File: config.mk
export PLATFORM = sky130hd
export DESIGN_NAME = big_core_dmem_arb
export DESIGN_NICKNAME = d
export VERILOG_FILES = /design/src/rtl/big_core_dmem_arb.sv
export SDC_FILE = /design/constraint.sdc
export NUM_CORES = 1
export LEC_CHECK = 0
export ABC_CLOCK_PERIOD_IN_PS = 1460
export BUFFER_PORTS_ARGS = -buffer_cell sky130_fd_sc_hd__clkbuf_2
export CAP_MARGIN = 20
export CELL_PAD_IN_SITES_DETAIL_PLACEMENT = 0
export CELL_PAD_IN_SITES_GLOBAL_PLACEMENT = 1
export CORE_ASPECT_RATIO = 0.9
export CORE_MARGIN = 2
export CORE_UTILIZATION = 25
export CTS_CLUSTER_SIZE = 16
export DETAILED_ROUTE_END_ITERATION = 16
export PLACE_DENSITY = 0.76
export SETUP_SLACK_MARGIN = 0.02
export SYNTH_ARGS = -nofsm -noshare
export SYNTH_HDL_FRONTEND = slang
export SYNTH_SLANG_ARGS = --single-unit
export TNS_END_PERCENT = 5
File: constraint.sdc
create_clock -name Clk -period 1.46 [get_ports Clk]
set_input_delay 0.073 -clock Clk [delete_from_list [all_inputs] [get_ports Clk]]
set_output_delay 0.073 -clock Clk [all_outputs]
set_load 0.005 [all_outputs]
File: src/rtl/big_core_dmem_arb.sv
// rtl/big_core_dmem_arb.sv - round-robin D_MEM arbiter with per-master read-response tag pipeline
// Optional: define BIG_CORE_DMEM_ARB_PRIO_EN to give master 0 fixed highest priority.
module big_core_dmem_arb #(
    parameter int NUM_MSTR = 2,
    parameter int ADDR_W   = 32,
    parameter int DATA_W   = 32,
    parameter int RD_LAT   = 1
) (
    input  logic                               Clk,
    input  logic                               Rst,
    input  logic [NUM_MSTR-1:0][DATA_W-1:0]    MstrWrData,
    input  logic [NUM_MSTR-1:0][ADDR_W-1:0]    MstrAddress,
    input  logic [NUM_MSTR-1:0][DATA_W/8-1:0]  MstrByteEn,
    input  logic [NUM_MSTR-1:0]                MstrWrEn,
    input  logic [NUM_MSTR-1:0]                MstrRdEn,
    output logic [NUM_MSTR-1:0]                MstrGnt,
    output logic [DATA_W-1:0]                  MstrRdRsp,
    output logic [NUM_MSTR-1:0]                MstrRdRspVld,
    output logic [DATA_W-1:0]                  DMemWrDataQ103H,
    output logic [ADDR_W-1:0]                  DMemAddressQ103H,
    output logic [DATA_W/8-1:0]                DMemByteEnQ103H,
    output logic                               DMemWrEnQ103H,
    output logic                               DMemRdEnQ103H,
    input  logic [DATA_W-1:0]                  DMemRdRspQ104H
);
    localparam int IDX_W = $clog2(NUM_MSTR);

    logic [NUM_MSTR-1:0]             req;
    logic [IDX_W-1:0]                last_gnt;
    logic [IDX_W-1:0]                gnt_idx;
    logic                            gnt_vld;
    logic [IDX_W:0]                  cand;
    logic [IDX_W-1:0]                rd_idx_q;
    logic [RD_LAT-1:0]               tag_vld;
    logic [RD_LAT-1:0][IDX_W-1:0]    tag_idx;

    assign req = MstrWrEn | MstrRdEn;

    // cand is one bit wider than an index so last_gnt + k never overflows before the wrap.
    always_comb begin
        gnt_idx = '0;
        gnt_vld = 1'b0;
        cand    = '0;
`ifdef BIG_CORE_DMEM_ARB_PRIO_EN
        if (req[0]) begin
            gnt_vld = 1'b1;
        end else begin
            for (int k = 1; k < NUM_MSTR; k++) begin
                cand = {1'b0, last_gnt} + (IDX_W+1)'(k);
                if (cand >= (IDX_W+1)'(NUM_MSTR)) begin
                    cand = cand - (IDX_W+1)'(NUM_MSTR - 1);
                end
                if (!gnt_vld && req[cand[IDX_W-1:0]]) begin
                    gnt_vld = 1'b1;
                    gnt_idx = cand[IDX_W-1:0];
                end
            end
        end
`else
        for (int k = 1; k <= NUM_MSTR; k++) begin
            cand = {1'b0, last_gnt} + (IDX_W+1)'(k);
            if (cand >= (IDX_W+1)'(NUM_MSTR)) begin
                cand = cand - (IDX_W+1)'(NUM_MSTR);
            end
            if (!gnt_vld && req[cand[IDX_W-1:0]]) begin
                gnt_vld = 1'b1;
                gnt_idx = cand[IDX_W-1:0];
            end
        end
`endif
    end

    assign MstrGnt = (gnt_vld && Rst) ? (NUM_MSTR'(1) << gnt_idx) : '0;

    always_ff @(posedge Clk or negedge Rst) begin
        if (!Rst) begin
            last_gnt         <= IDX_W'(NUM_MSTR - 1);
            rd_idx_q         <= '0;
            DMemWrDataQ103H  <= '0;
            DMemAddressQ103H <= '0;
            DMemByteEnQ103H  <= '0;
            DMemWrEnQ103H    <= 1'b0;
            DMemRdEnQ103H    <= 1'b0;
        end else begin
            DMemWrEnQ103H <= 1'b0;
            DMemRdEnQ103H <= 1'b0;
            if (gnt_vld) begin
`ifdef BIG_CORE_DMEM_ARB_PRIO_EN
                if (gnt_idx != '0) begin
                    last_gnt <= gnt_idx;
                end
`else
                last_gnt <= gnt_idx;
`endif
                rd_idx_q         <= gnt_idx;
                DMemWrDataQ103H  <= MstrWrData[gnt_idx];
                DMemAddressQ103H <= MstrAddress[gnt_idx];
                DMemByteEnQ103H  <= MstrByteEn[gnt_idx];
                DMemWrEnQ103H    <= MstrWrEn[gnt_idx];
                // A write-and-read request is treated as a write only.
                DMemRdEnQ103H    <= MstrRdEn[gnt_idx] & ~MstrWrEn[gnt_idx];
            end
        end
    end

    always_ff @(posedge Clk or negedge Rst) begin
        if (!Rst) begin
            tag_vld <= '0;
            tag_idx <= '0;
        end else begin
            tag_vld[0] <= DMemRdEnQ103H;
            tag_idx[0] <= rd_idx_q;
            for (int s = 1; s < RD_LAT; s++) begin
                tag_vld[s] <= tag_vld[s-1];
                tag_idx[s] <= tag_idx[s-1];
            end
        end
    end

    assign MstrRdRspVld = tag_vld[RD_LAT-1] ? (NUM_MSTR'(1) << tag_idx[RD_LAT-1]) : '0;
    assign MstrRdRsp    = tag_vld[RD_LAT-1] ? DMemRdRspQ104H : '0;

`ifndef SYNTHESIS
    wr_rd_both_granted: assert property (@(posedge Clk) disable iff (!Rst)
        !(gnt_vld && MstrWrEn[gnt_idx] && MstrRdEn[gnt_idx]));
`endif

endmodule
Word level (Yosys, flattened, before mapping)
Index checks and enable logic that the tools add are counted.

Word-level logic and storage cells: 51. Input port bits: 174. Bits in registers: 74.

Bitwise logic cells: 3. Add/sub/neg operators: 4. Mux-type cells: 25. Shift operators: 2. Reductions and logical operators: 3. Magnitude comparators: 5.

Operators with widths (count): $mux W32 (5); $mux W1 (16); $mux W4 (2); $lt A1 B2 Y1 const B (3); $ge A2 B2 Y1 const B (2); $mux W2 (2); $shl A1 B1 Y2 const A (2); $add A1 B1 Y2 const B (1); $add A1 B2 Y2 const B (1); $logic_and A1 B1 Y1 (2); $or A2 B2 Y2 (1); $sub A1 B1 Y1 const B (2); $and A1 B1 Y1 (1); $logic_not A1 Y1 (1); $not A1 Y1 (1).

Longest topological paths before layout
Gate-level depths: netlist of the first run.

Word-level depth: 14. Mapped depth: 6. Mapped depth without buffers: 3.

Worst setup path before layout of the first run
No wires, ideal clock.

Path kind: register -> register. Start point: register last_gnt. End point: register DMemAddressQ103H[23]. Arrival: 1.251 ns. Slack: 0.083 ns. Buffers on the path: 1. Cell stages (with the launch flop): 5. Clock period less this slack: 1.377 ns. Setup time: 0.126 ns. Path through: dfstp_2 -> o21a_1 -> nor2_1 -> clkbuf_1 -> a221o_1.

Longest elaborated chain between the ends: 11. Elaborated cells on any way between the ends: 20. Those cells by class: add/sub: 4; order compare: 2; mux: 12; reduce/logical: 2.

RTL lines: start: declaration (RTL line 29) `logic [IDX_W-1:0] last_gnt;`; start signal: assignment (RTL line 77) `last_gnt <= IDX_W'(NUM_MSTR - 1);`; start signal: assignment (RTL line 93) `last_gnt <= gnt_idx;`; $add A1 B1 Y2 (RTL line 61) `cand = {1'b0, last_gnt} + (IDX_W+1)'(k);`; $ge A2 B2 Y1 or $sub A1 B1 Y1 (tied branches) (RTL line 62, 63); $mux W1 (RTL line 62) `if (cand >= (IDX_W+1)'(NUM_MSTR)) begin`; $mux W1 (implied by the code) (2 in a row) (RTL line 65) `if (!gnt_vld && req[cand[IDX_W-1:0]]) begin`; $mux W1 (RTL line 65); $logic_not A1 Y1 (RTL line 65); $logic_and A1 B1 Y1 (RTL line 65); $mux W1 (RTL line 65); $mux W32 (implied by the code) (2 in a row) (RTL line 97) `DMemAddressQ103H <= MstrAddress[gnt_idx];`; end signal: assignment (RTL line 97); end: declaration (RTL line 20) `output logic [ADDR_W-1:0] DMemAddressQ103H,`.

Parallel ways exist; a longest one is shown, timed or not. The select of a mux whose other input is x is not followed. A chain may end at the register's enable or synchronous reset.

Worst setup path in the final report of the first run
Start point: register last_gnt. End point: register DMemByteEnQ103H[0].

Longest elaborated chain between the ends: 11. Elaborated cells on any way between the ends: 20. Those cells by class: add/sub: 4; order compare: 2; mux: 12; reduce/logical: 2.

RTL lines: $add A1 B1 Y2 (RTL line 61); $ge A2 B2 Y1 or $sub A1 B1 Y1 (tied branches) (RTL line 62, 63); $mux W1 (RTL line 62); $mux W1 (implied by the code) (2 in a row) (RTL line 65); $mux W1 (RTL line 65); $logic_not A1 Y1 (RTL line 65); $logic_and A1 B1 Y1 (RTL line 65); $mux W1 (RTL line 65); $mux W4 (implied by the code) (2 in a row) (RTL line 98) `DMemByteEnQ103H <= MstrByteEn[gnt_idx];`; end signal: assignment (RTL line 98); end: declaration (RTL line 21) `output logic [DATA_W/8-1:0] DMemByteEnQ103H,`.

Parallel ways exist; a longest one is shown, timed or not. The select of a mux whose other input is x is not followed.

==> qor.yml, run 1 <==
status:
  status: "complete, but fails checks"
  violations: "negative setup slack"
flow_run:
  maxCapViolCount: 0
synthesis:
  syn_nets: 461
  synth_top_family_by_area: "compound AO/OA/AOI/OAI gates"
  synth_compound_area_share_pct: 21.4
  synth-simple-area-share_pct: 20.6
  syn_area_um2: 3390
  synth.distinct_cells: 20
  synthXorXnorAreaFrac_pct: 0
  synth-async-reset-ratio_pct: 100
  ys_ff_latch: 74
  ys.flop_type: "dfrtp_1"
  synthMuxAreaShare_pct: 0
  yosysSeqAreaShare_pct: 54.6
  yosysWarnings: 0
  avgSynthCellArea_um2: 11.8
  synthCells: 287
  synth_fa_ha_area_share_pct: 0
  synth_edf_count: 0
clock_network:
  cts_buffers: 9
  htree_levels: 3
  clkTransAtPathRegs_ns: 0.05
  clk_latency_ns: 0.33
  cts_root_buf: "clkbuf_16"
  clkSinkCount: 74
  cts.path.max_buffers: 2
  cts_tree: "yes"
sta:
  relSlewSlack_pct: 80.5
  fin_crit_sh_pct: 107
  worst_pin_slew_ns: 0.291
  hold_viol: 0
  whs_ns: 0.00456
  fmax_mhz: 638
  clock_skew_ns: 0.00980
  finalCriticalPeriod_ns: 1.57
  setup_ws_ns: -0.107
  slew_violations: 0
  finalSetupViolations: 69
  rsz0062_at_grt: "true"
critical_path:
  cp_slowest_stage_delay_ns: 0.54
  crit_path_cell_trace: "o21a_1 > nor2_4 > buf_4 > clkbuf_16 > a221o_1"
  crit_path_start_kind: "flip-flop"
  critPathTopFamily: "flip-flops"
  worst-path-buf-inv: 2
  critPathKind: "flip-flop to flip-flop"
  worstPathMaxFanout: 19
  cp.required_ns: 1.67
  crit_path_end_kind: "flip-flop"
  critPathSlowestCell: "dfstp_2"
  crit_arrival_ns: 1.78
grt:
  grt_max_degree: 70
  grt_antenna_before_repair: 2
  grt_pass1_vias: 4419
  grt_pass1_wl_mm: 21.4
  grtUsageTotal_pct: 18.9
  grt_overflow: 0
power_and_ir_drop:
  p_comb_share_pct: 28.3
  swShare_pct: 26.9
  p_per_area_nw_per_um2: 1020
  switchingPower_uw: 1860
  power.leakage_uw: 0.00345
  p_clk_share_pct: 34.4
  p_int_uw: 5070
  peakVddDrop_mv: 0.536
  p_seq_share_pct: 37.3
drt:
  firstDrtPassIters: 4
  wl_per_cell_um: 16.3
  drt_wl_total_mm: 14.3
  vias_per_cell: 4.73
  dr_total_vias: 4149
  post-route-drc-count: 0
  first_iter_violations: 167
  antenna_left: 0
placement:
  io_buffer_count: 279
  place_hpwl_mm: 9.19
  gp_congestion: 0.767
  place_area_um2: 5060
floorplanning:
  die_w_um: 127
  io_pins: 280
  rows: 40
  die_h_um: 115
  die_area_um2: 14500
  start_util_pct: 25.5
  coreArea_um2: 13300
hold_path:
  hold_path_class: "primary input to flip-flop"
cells_and_area:
  nets: 875
  finish.instance_area_um2: 6820
  drive_above_1_share_pct: 44.5
  area_growth_pct: 101
## flip-flops by register name (all words and copies together), names as in the netlist
signal / cells
DMemAddressQ103H: 32
DMemByteEnQ103H: 4
DMemRdEnQ103H: 1
DMemWrDataQ103H: 32
DMemWrEnQ103H: 1
last_gnt: 1
rd_idx_q: 1
tag_idx: 1
tag_vld: 1
## path summary, 6_finish.rpt
kind                       depth (start not counted)  slack, ns                  end      startpoint
max                                                5      -0.11   DMemByteEnQ103H[0]        last_gnt
min                                                2      0.005  DMemWrDataQ103H[15]  MstrWrData[47]
max reg2reg                                        5      -0.11   DMemByteEnQ103H[0]        last_gnt
min reg2reg                                        0       0.38              tag_vld   DMemRdEnQ103H
max in group asynchronous                          3       0.72  DMemWrDataQ103H[15]             Rst
min in group asynchronous                          2       0.17  DMemWrDataQ103H[18]             Rst
## what timing repair did
item | in CTS | in global routing
endpoints found under the hold margin | 141 | 0
resized for setup | 6 | 3
setup endpoints to repair | 2 | 69
pin swaps | 1 | 1
hold buffers | 135 | 0
cloned | 0 | 1
buffers inserted | 2 | 0
## power by group through the flow
stage / logic [uW] / clock network (uW) / registers, uW
global placement: 1550 / 0 / 2600
CTS: 1910 / 2440 / 2580
floorplan: 624 / 0 / 2600
detailed placement: 1600 / 0 / 2600
global route: 2120 / 2530 / 2620
finish: 1960 / 2390 / 2580
## worst register-to-register path, cell delays in order (launching register included)
cell and delay (ns):
dfstp_2 0.54, o21a_1 0.18, nor2_4 0.06, buf_4 0.18, clkbuf_16 0.19, a221o_1 0.30
## stage by stage
step	power, uW	util (%)	std cells	setup slack [ns]	TNS [ns]
floorplan	3220	-	287	0.0827	0
global placement	4150	38.0	720	0.0606	0
detailed placement	4190	38.0	720	0.0371	0
CTS	6930	50.9	873	-0.131	-5.11
global route	7280	51.2	876	-0.155	-8.42
finish	6930	51.2	877	-0.107	-5.29
## layout make-up
cell class | count | area, um2
fillers | 1170 | 6490
repair buffers | 428 | 2970
flip-flops and latches | 74 | 1850
multi-input cells | 188 | 1450
clock buffers | 11 | 243
well taps | 168 | 210
clock inverters | 5 | 77.6
diodes | 3 | 7.51
## synthesized netlist by cell type (all sizes together), types with 2 or more instances
cell type / instances / area [um2]
nor2b: 2 / 12.5
nand2: 2 / 7.51
nor2: 3 / 11.3
buf: 4 / 35.0
clkbuf: 21 / 80.1
dfrtp: 73 / 1830
and2: 103 / 644
a21oi: 3 / 15.0
a221o: 68 / 681
## routing by layer
metal	GRT usage, %	vias to the layer above	share of wire (%)
met5	0	-	0
met4	12.2	0	5.3
met3	4.44	49	8.1
met2	35.6	244	51
met1	18.8	1956	36
li1	-	1900	-
## logic make-up after synthesis
kind of cell           Yosys count
AOI/OAI and AO/OA               75
and+or+nand+nor                113
buffers and inverters           25
DFF                             74
## layout by cell type, fill, tap and decap left out
cell	count
nand2_1	2
a21o_1	1
diode_2	3
and2_4	2
nor2_1	2
clkinvlp_4	1
buf_4	7
nor2b_1	2
bufinv_16	2
clkbuf_2	276
buf_6	2
a221o_1	68
clkbuf_8	1
nor2_4	1
dlygate4sd3_1	135
buf_12	7
and2_1	101
dfstp_2	1
clkbuf_1	1
clkbuf_16	10
o21a_1	1
dfrtp_1	73
nand2b_1	1
clkinv_2	2
o22a_4	1
nor4_4	1
o21ai_0	1
a21oi_1	3
nor3_1	1
Power figures use the tool's default switching activity.
==> inputs of run 2 (changes only) <==
Settings changed: ABC_CLOCK_PERIOD_IN_PS 1460 to default, CORE_UTILIZATION 25 to 27, PLACE_DENSITY 0.76 to 0.79.
Clock period 1.46 ns to 1.7 ns, I/O delays scaled along.
==> run 2 against run 1 <==
The run now ends clean. Global-route usage increased by 2.4 points. Clock skew hardly changed. Design area down 1.3%. Combinational power down 11%. Register-to-register slack improved by 0.19 ns. First-iteration DRC count fell by 5.4%. Sequential share of layout area is 0.37 points higher. Die area shrank 7.2%. Final cell count is 1.6% lower. Critical path depth unchanged.
==> qor.yml, run 2 (synthesized netlist as in run 1, its figures left out) <==
status:
  status: "complete, no violations"
cells_and_area:
  drive_above_1_share_pct: 45.6
  area_growth_pct: 98.3
  fillCellCount: 1069
  final_common_cell: "clkbuf_2"
  nets: 871
  final_cell_mix: "clkbuf_2, dlygate4sd3_1, and2_1"
  reg.largest.list: "DMemAddressQ103H x32, DMemWrDataQ103H x32, DMemByteEnQ103H x4"
critical_path:
  r2r_slack_ns: 0.08
  reg2reg_depth: 5
  cp.required_ns: 1.91
  worstPathMaxFanout: 27
  r2r-end: "DMemWrDataQ103H[19]"
  critPathKind: "flip-flop to flip-flop"
  rr_startpoint: "last_gnt"
  crit_path_end_kind: "flip-flop"
  crit_path_start_kind: "flip-flop"
  crit_arrival_ns: 1.82
sta:
  clock_skew_ns: 0.00981
  fmax_mhz: 618
  tns_ns: 0
  fin_crit_sh_pct: 95.2
  relSlewSlack_pct: 60.1
  finalCriticalPeriod_ns: 1.62
  finalSetupViolations: 0
  rsz0062_at_grt: "true"
  setup_ws_ns: 0.0810
  slew_violations: 0
  worst_pin_slew_ns: 0.598
  hold_viol: 0
drt:
  dr_total_vias: 4103
  first_iter_violations: 158
  wl_per_cell_um: 17.4
  vias_per_cell: 4.75
  firstDrtPassIters: 4
  post-route-drc-count: 0
  antenna_left: 0
  drt_wl_total_mm: 15.0
floorplanning:
  io_pins: 280
  die_h_um: 110
  die_area_um2: 13500
  start_util_pct: 27.9
  rows: 38
  coreArea_um2: 12200
  die_w_um: 122
grt:
  grt_antenna_before_repair: 1
  grt_pass1_wl_mm: 21.5
  grt_overflow: 0
  grt_max_degree: 70
  grtUsageTotal_pct: 21.4
  grt_pass1_vias: 4224
power_and_ir_drop:
  peakVddDrop_mv: 0.517
  power.leakage_uw: 0.00343
  swShare_pct: 28.2
  p_per_area_nw_per_um2: 870
  switchingPower_uw: 1650
  p_int_uw: 4200
  p_comb_share_pct: 29.8
  p_clk_share_pct: 32.4
  p_seq_share_pct: 37.8
placement:
  place_hpwl_mm: 9.28
  io_buffer_count: 279
  place_worst_setup_slack_ns: 0.0706
  gp_congestion: 0.761
hold_path:
  min_from: "MstrAddress[16]"
  whs_endpoint: "DMemAddressQ103H[16]"
  worstHoldPathCells: 2
  hold_path_class: "primary input to flip-flop"
clock_network:
  clk_latency_ns: 0.33
  clkSinkCount: 74
  cts_buffers: 9
  htree_levels: 3
  cts_tree: "yes"
  cts.path.max_buffers: 2
  cts_root_buf: "clkbuf_16"
  clkTransAtPathRegs_ns: 0.06
flow_run:
  maxCapViolCount: 0
run 2: cell count changes in the layout (fill, tap and decap cells not counted), sizes merged:
| cell | before | now |
|---|---|---|
| dlygate4sd3 | 135 | 124 |
| buf | 16 | 18 |
| bufbuf | 0 | 2 |
| clkinvlp | 1 | 3 |
| diode | 3 | 1 |
| bufinv | 2 | 1 |
| clkbuf | 288 | 289 |
| clkinv | 2 | 1 |
| inv | 0 | 1 |
| nor2 | 3 | 4 |
run 2: final cells by class:
cell class | instances | area [um2] | share of cell area (%)
Timing Repair Buffer | 423 | 2920 | 43.4
Tap cell | 160 | 200 | 2.98
Sequential cell | 74 | 1850 | 27.5
Clock buffer | 10 | 229 | 3.40
Multi-Input combinational cell | 189 | 1460 | 21.6
Antenna cell | 1 | 2.50 | 0.0372
Clock inverter | 6 | 66.3 | 0.986
run 2: routing by layer:
metal | track usage (%) | vias up | routed length (um)
met1 | 22.6 | 1977 | 5540
met2 | 40.6 | 214 | 7990
met3 | 5.35 | 20 | 1220
met4 | 8.62 | 0 | 258
li1 | - | 1892 | -
met5 | 0 | - | 0
run 2: per-stage QoR:
stage / hold WS [ns] / cell area (um2) / total power, uW / instances / util, %
floorplan: -0.211 / 3390 / 2770 / 287 / -
global route: 0.0000291 / 6730 / 6160 / 863 / 55.3
finish: 0.0122 / 6730 / 5850 / 863 / 55.3
global placement: 0.0445 / 5020 / 3550 / 710 / 41.3
detailed placement: 0.0462 / 5020 / 3580 / 710 / 41.3
CTS: 0.000271 / 6660 / 5850 / 856 / 54.7
run 2: timing repair:
item / in CTS / in global routing
hold buffers: 124 / 0
hold endpoints to repair: 91 / 0
pin swaps: 1 / 0
buffers inserted: 3 / 5
cloned: 3 / 1
endpoints found under the setup margin: 2 / 2
gates resized for setup: 2 / 0
run 2: critical path, cell delays in order, from the launching register on:
cell and delay [ns]:
dfstp_2 0.56, o21a_4 0.15, nor2_4 0.06, buf_4 0.22, buf_12 0.17, a221o_1 0.32
run 2: power groups by stage:
| stage | Combinational [uW] | Clock, uW | Sequential [uW] |
|---|---|---|---|
| after floorplan | 536 | 0 | 2230 |
| after global placement | 1320 | 0 | 2230 |
| after detailed placement | 1350 | 0 | 2230 |
| after CTS | 1690 | 1950 | 2210 |
| after global routing | 1880 | 2030 | 2250 |
| final | 1740 | 1900 | 2210 |
run 2: worst max path at each step:
stage	from	endpoint
after floorplan	last_gnt	DMemAddressQ103H[23]
after global placement	last_gnt	MstrGnt[1]
after detailed placement	last_gnt	MstrGnt[1]
after CTS	last_gnt	MstrGnt[1]
after global routing	last_gnt	MstrGnt[0]
final	last_gnt	DMemWrDataQ103H[19]
==> inputs of run 3 (changes only) <==
Settings changed: ABC_AREA from default to 1, CORE_UTILIZATION 27 to 28, PLACE_DENSITY 0.79 to 0.8.
==> run 3 against run 2 <==
Synthesized area up 21%. Critical path depth unchanged. Clock-buffer cell count up 3. Sequential cell count unchanged. Combinational power fell by 4%. Sequential share of layout area up 0.25 points. Power decreased by 2.9%. Synthesized cell count grew 89%. Clock power shrank 6%. Global-route usage decreased by 1.3 points. Critical path type is now flip-flop to primary output. Critical endpoint is now MstrGnt[1]. Largest cell class unchanged.
==> qor.yml, run 3 <==
critical_path:
  crit_arrival_ns: 1.51
  critPathKind: "flip-flop to primary output"
  critPathTopFamily: "flip-flops"
  critPathSlowestCell: "dfstp_2"
  cp_slowest_stage_delay_ns: 0.52
  worst-path-buf-inv: 2
  cp.required_ns: 1.62
  r2r_slack_ns: 0.19
  reg2reg_depth: 6
  crit_path_start_kind: "flip-flop"
  crit_path_end_kind: "primary output"
  crit_path_cell_trace: "o21ai_1 > nand2_4 > buf_12 > nor2_1 > clkbuf_2"
  rr_startpoint: "last_gnt"
  worstPathMaxFanout: 22
  r2r-end: "DMemByteEnQ103H[2]"
floorplanning:
  io_pins: 280
  start_util_pct: 29.0
  coreArea_um2: 14200
  die_area_um2: 15600
  die_w_um: 132
  rows: 41
  die_h_um: 119
hold_path:
  whs_endpoint: "DMemWrEnQ103H"
  min_from: "MstrWrEn[1]"
  worstHoldPathCells: 3
  hold_path_class: "primary input to flip-flop"
placement:
  place_area_um2: 5650
  place_worst_setup_slack_ns: -0.0148
  placed_cells: 987
  gp_congestion: 0.847
  place_hpwl_mm: 10.4
  io_buffer_count: 279
synthesis:
  synth_top_area_cell: "dfrtp_1"
  ys.flop_type: "dfrtp_1"
  synth-async-reset-ratio_pct: 100
  synth_top_area_share_pct: 44.5
  avgSynthCellArea_um2: 7.57
  synthTopCellsByArea: "dfrtp_1, nand2_1, a21boi_0"
  yosysSeqAreaShare_pct: 45.1
  syn_nets: 716
  synth.distinct_cells: 20
  synthCells: 542
  synth.top_cells.by_count: "nand2_1, dfrtp_1, nand3_1"
  ys_ff_latch: 74
  synth_most_common_cell: "nand2_1"
  syn_area_um2: 4110
  synth_edf_count: 0
  yosysWarnings: 0
clock_network:
  cts_root_buf: "clkbuf_16"
  cts_buffers: 9
  clkSinkCount: 74
  clkTransAtPathRegs_ns: 0.06
  cts_tree: "yes"
  clk_latency_ns: 0.34
  cts.path.max_buffers: 2
  htree_levels: 3
cells_and_area:
  antenna_cells: 0
  nets: 1054
  final_common_cell: "clkbuf_2"
  finish.instance_area_um2: 6670
  area_growth_pct: 62.4
  drive_above_1_share_pct: 36.1
  final_cell_mix: "clkbuf_2, nand2_1, dfrtp_1"
  reg.largest.list: "DMemAddressQ103H x32, DMemWrDataQ103H x32, DMemByteEnQ103H x4"
  fin_cells: 1077
sta:
  hold_viol: 0
  fin_crit_sh_pct: 93.6
  fmax_mhz: 628
  slew_violations: 0
  rsz0062_at_grt: "true"
  finalCriticalPeriod_ns: 1.59
  relSlewSlack_pct: 45.1
  whs_ns: 0.0360
  setup_ws_ns: 0.108
  finalSetupViolations: 0
  clock_skew_ns: 0.00660
  worst_pin_slew_ns: 0.823
flow_run:
  maxCapViolCount: 0
drt:
  firstDrtPassIters: 5
  antenna_left: 0
  first_iter_violations: 243
  wl_per_cell_um: 14.5
  drt_wl_total_mm: 15.6
  vias_per_cell: 4.51
  post-route-drc-count: 0
  dr_total_vias: 4859
power_and_ir_drop:
  p_seq_share_pct: 39.1
  switchingPower_uw: 1770
  p_int_uw: 3910
  p_per_area_nw_per_um2: 853
  p_comb_share_pct: 29.3
  swShare_pct: 31.2
  power.leakage_uw: 0.00375
  p_clk_share_pct: 31.6
  peakVddDrop_mv: 0.513
grt:
  grtUsageTotal_pct: 20.1
  grt_pass1_vias: 4974
  grt_antenna_before_repair: 0
  grt_overflow: 0
  grt_max_degree: 75
  grt_pass1_wl_mm: 25.0
status:
  status: "complete, no violations"
-- run 3: changes by cell type after synthesis, moves of 6 or more --
cell / delta
nand3_1: +68
nand2_1: +240
buf_6: +8
a221o_1: -68
buf_4: +7
and2_1: -102
clkbuf_1: -6
inv_1: +36
a21boi_0: +67
buf_2: +7
-- run 3: per-layer routing --
metal  wire, um  share of wire, %  GRT usage, %  vias up
met5          0                 0             0        -
met3       1350               8.7          6.05       26
met1       6570                42          24.3     2223
li1           -                 -             -     2384
met4        363               2.3          7.68        0
met2       7300                47          33.6      226
-- run 3: cell type report --
| type | instances | area [um2] |
|---|---|---|
| Clock buffer | 13 | 260 |
| Clock inverter | 2 | 12.5 |
| Fill cell | 1432 | 7490 |
| Inverter | 37 | 139 |
| Multi-Input combinational cell | 392 | 1860 |
| Sequential cell | 74 | 1850 |
| Tap cell | 193 | 241 |
| Timing Repair Buffer | 366 | 2300 |
-- run 3: power by group through the flow --
stage / Combinational [uW] / Sequential [uW] / Clock [uW]
final: 1670 / 2220 / 1790
after CTS: 1690 / 2220 / 1860
after floorplan: 696 / 2250 / 0
after global routing: 1860 / 2260 / 1930
after detailed placement: 1510 / 2240 / 0
after global placement: 1500 / 2240 / 0
-- run 3: logic make-up (layout without fill, tap and decap cells) --
group                  after synthesis  in the layout  synth area share, %
AOI/OAI and AO/OA                   71             71                 12.8
buffers and inverters               77            418                 9.84
DFF                                 74             74                 45.1
and+or+nand+nor                    320            321                 32.2
-- run 3: metrics by stage --
| step | total power (uW) | utilization [%] | setup TNS [ns] |
|---|---|---|---|
| after global placement | 3740 | 39.9 | 0 |
| after detailed placement | 3760 | 39.9 | -0.0640 |
| after CTS | 5770 | 47.0 | 0 |
| after floorplan | 2950 | - | 0 |
| after global routing | 6050 | 47.1 | 0 |
| final | 5690 | 47.1 | 0 |
-- run 3: worst max path at each step --
| stage | start | to | slack [ns] | cells after the start |
|---|---|---|---|---|
| floorplan | last_gnt | DMemAddressQ103H[13] | 0.42 | 7 |
| detailed placement | last_gnt | DMemWrDataQ103H[3] | -0.01 | 6 |
| global placement | last_gnt | DMemAddressQ103H[24] | 0.02 | 6 |
| finish | last_gnt | MstrGnt[1] | 0.11 | 5 |
| global route | last_gnt | MstrGnt[1] | 0.02 | 5 |
| CTS | last_gnt | MstrGnt[0] | 0.08 | 5 |
-- run 3: tightest hold or removal path, cell delays in order --
cell and delay [ns]:
clkbuf_2 0.11, nand2_1 0.07, nand2_1 0.06
-- run 3: repair_timing --
action / 4_1_cts / 5_1_grt
cloned: 1 / 0
setup buffers: 5 / 0
pin swaps: 2 / 0
setup endpoints to repair: 41 / 2
hold endpoints to repair: 141 / 0
hold buffers: 69 / 0
resized for setup: 0 / 1
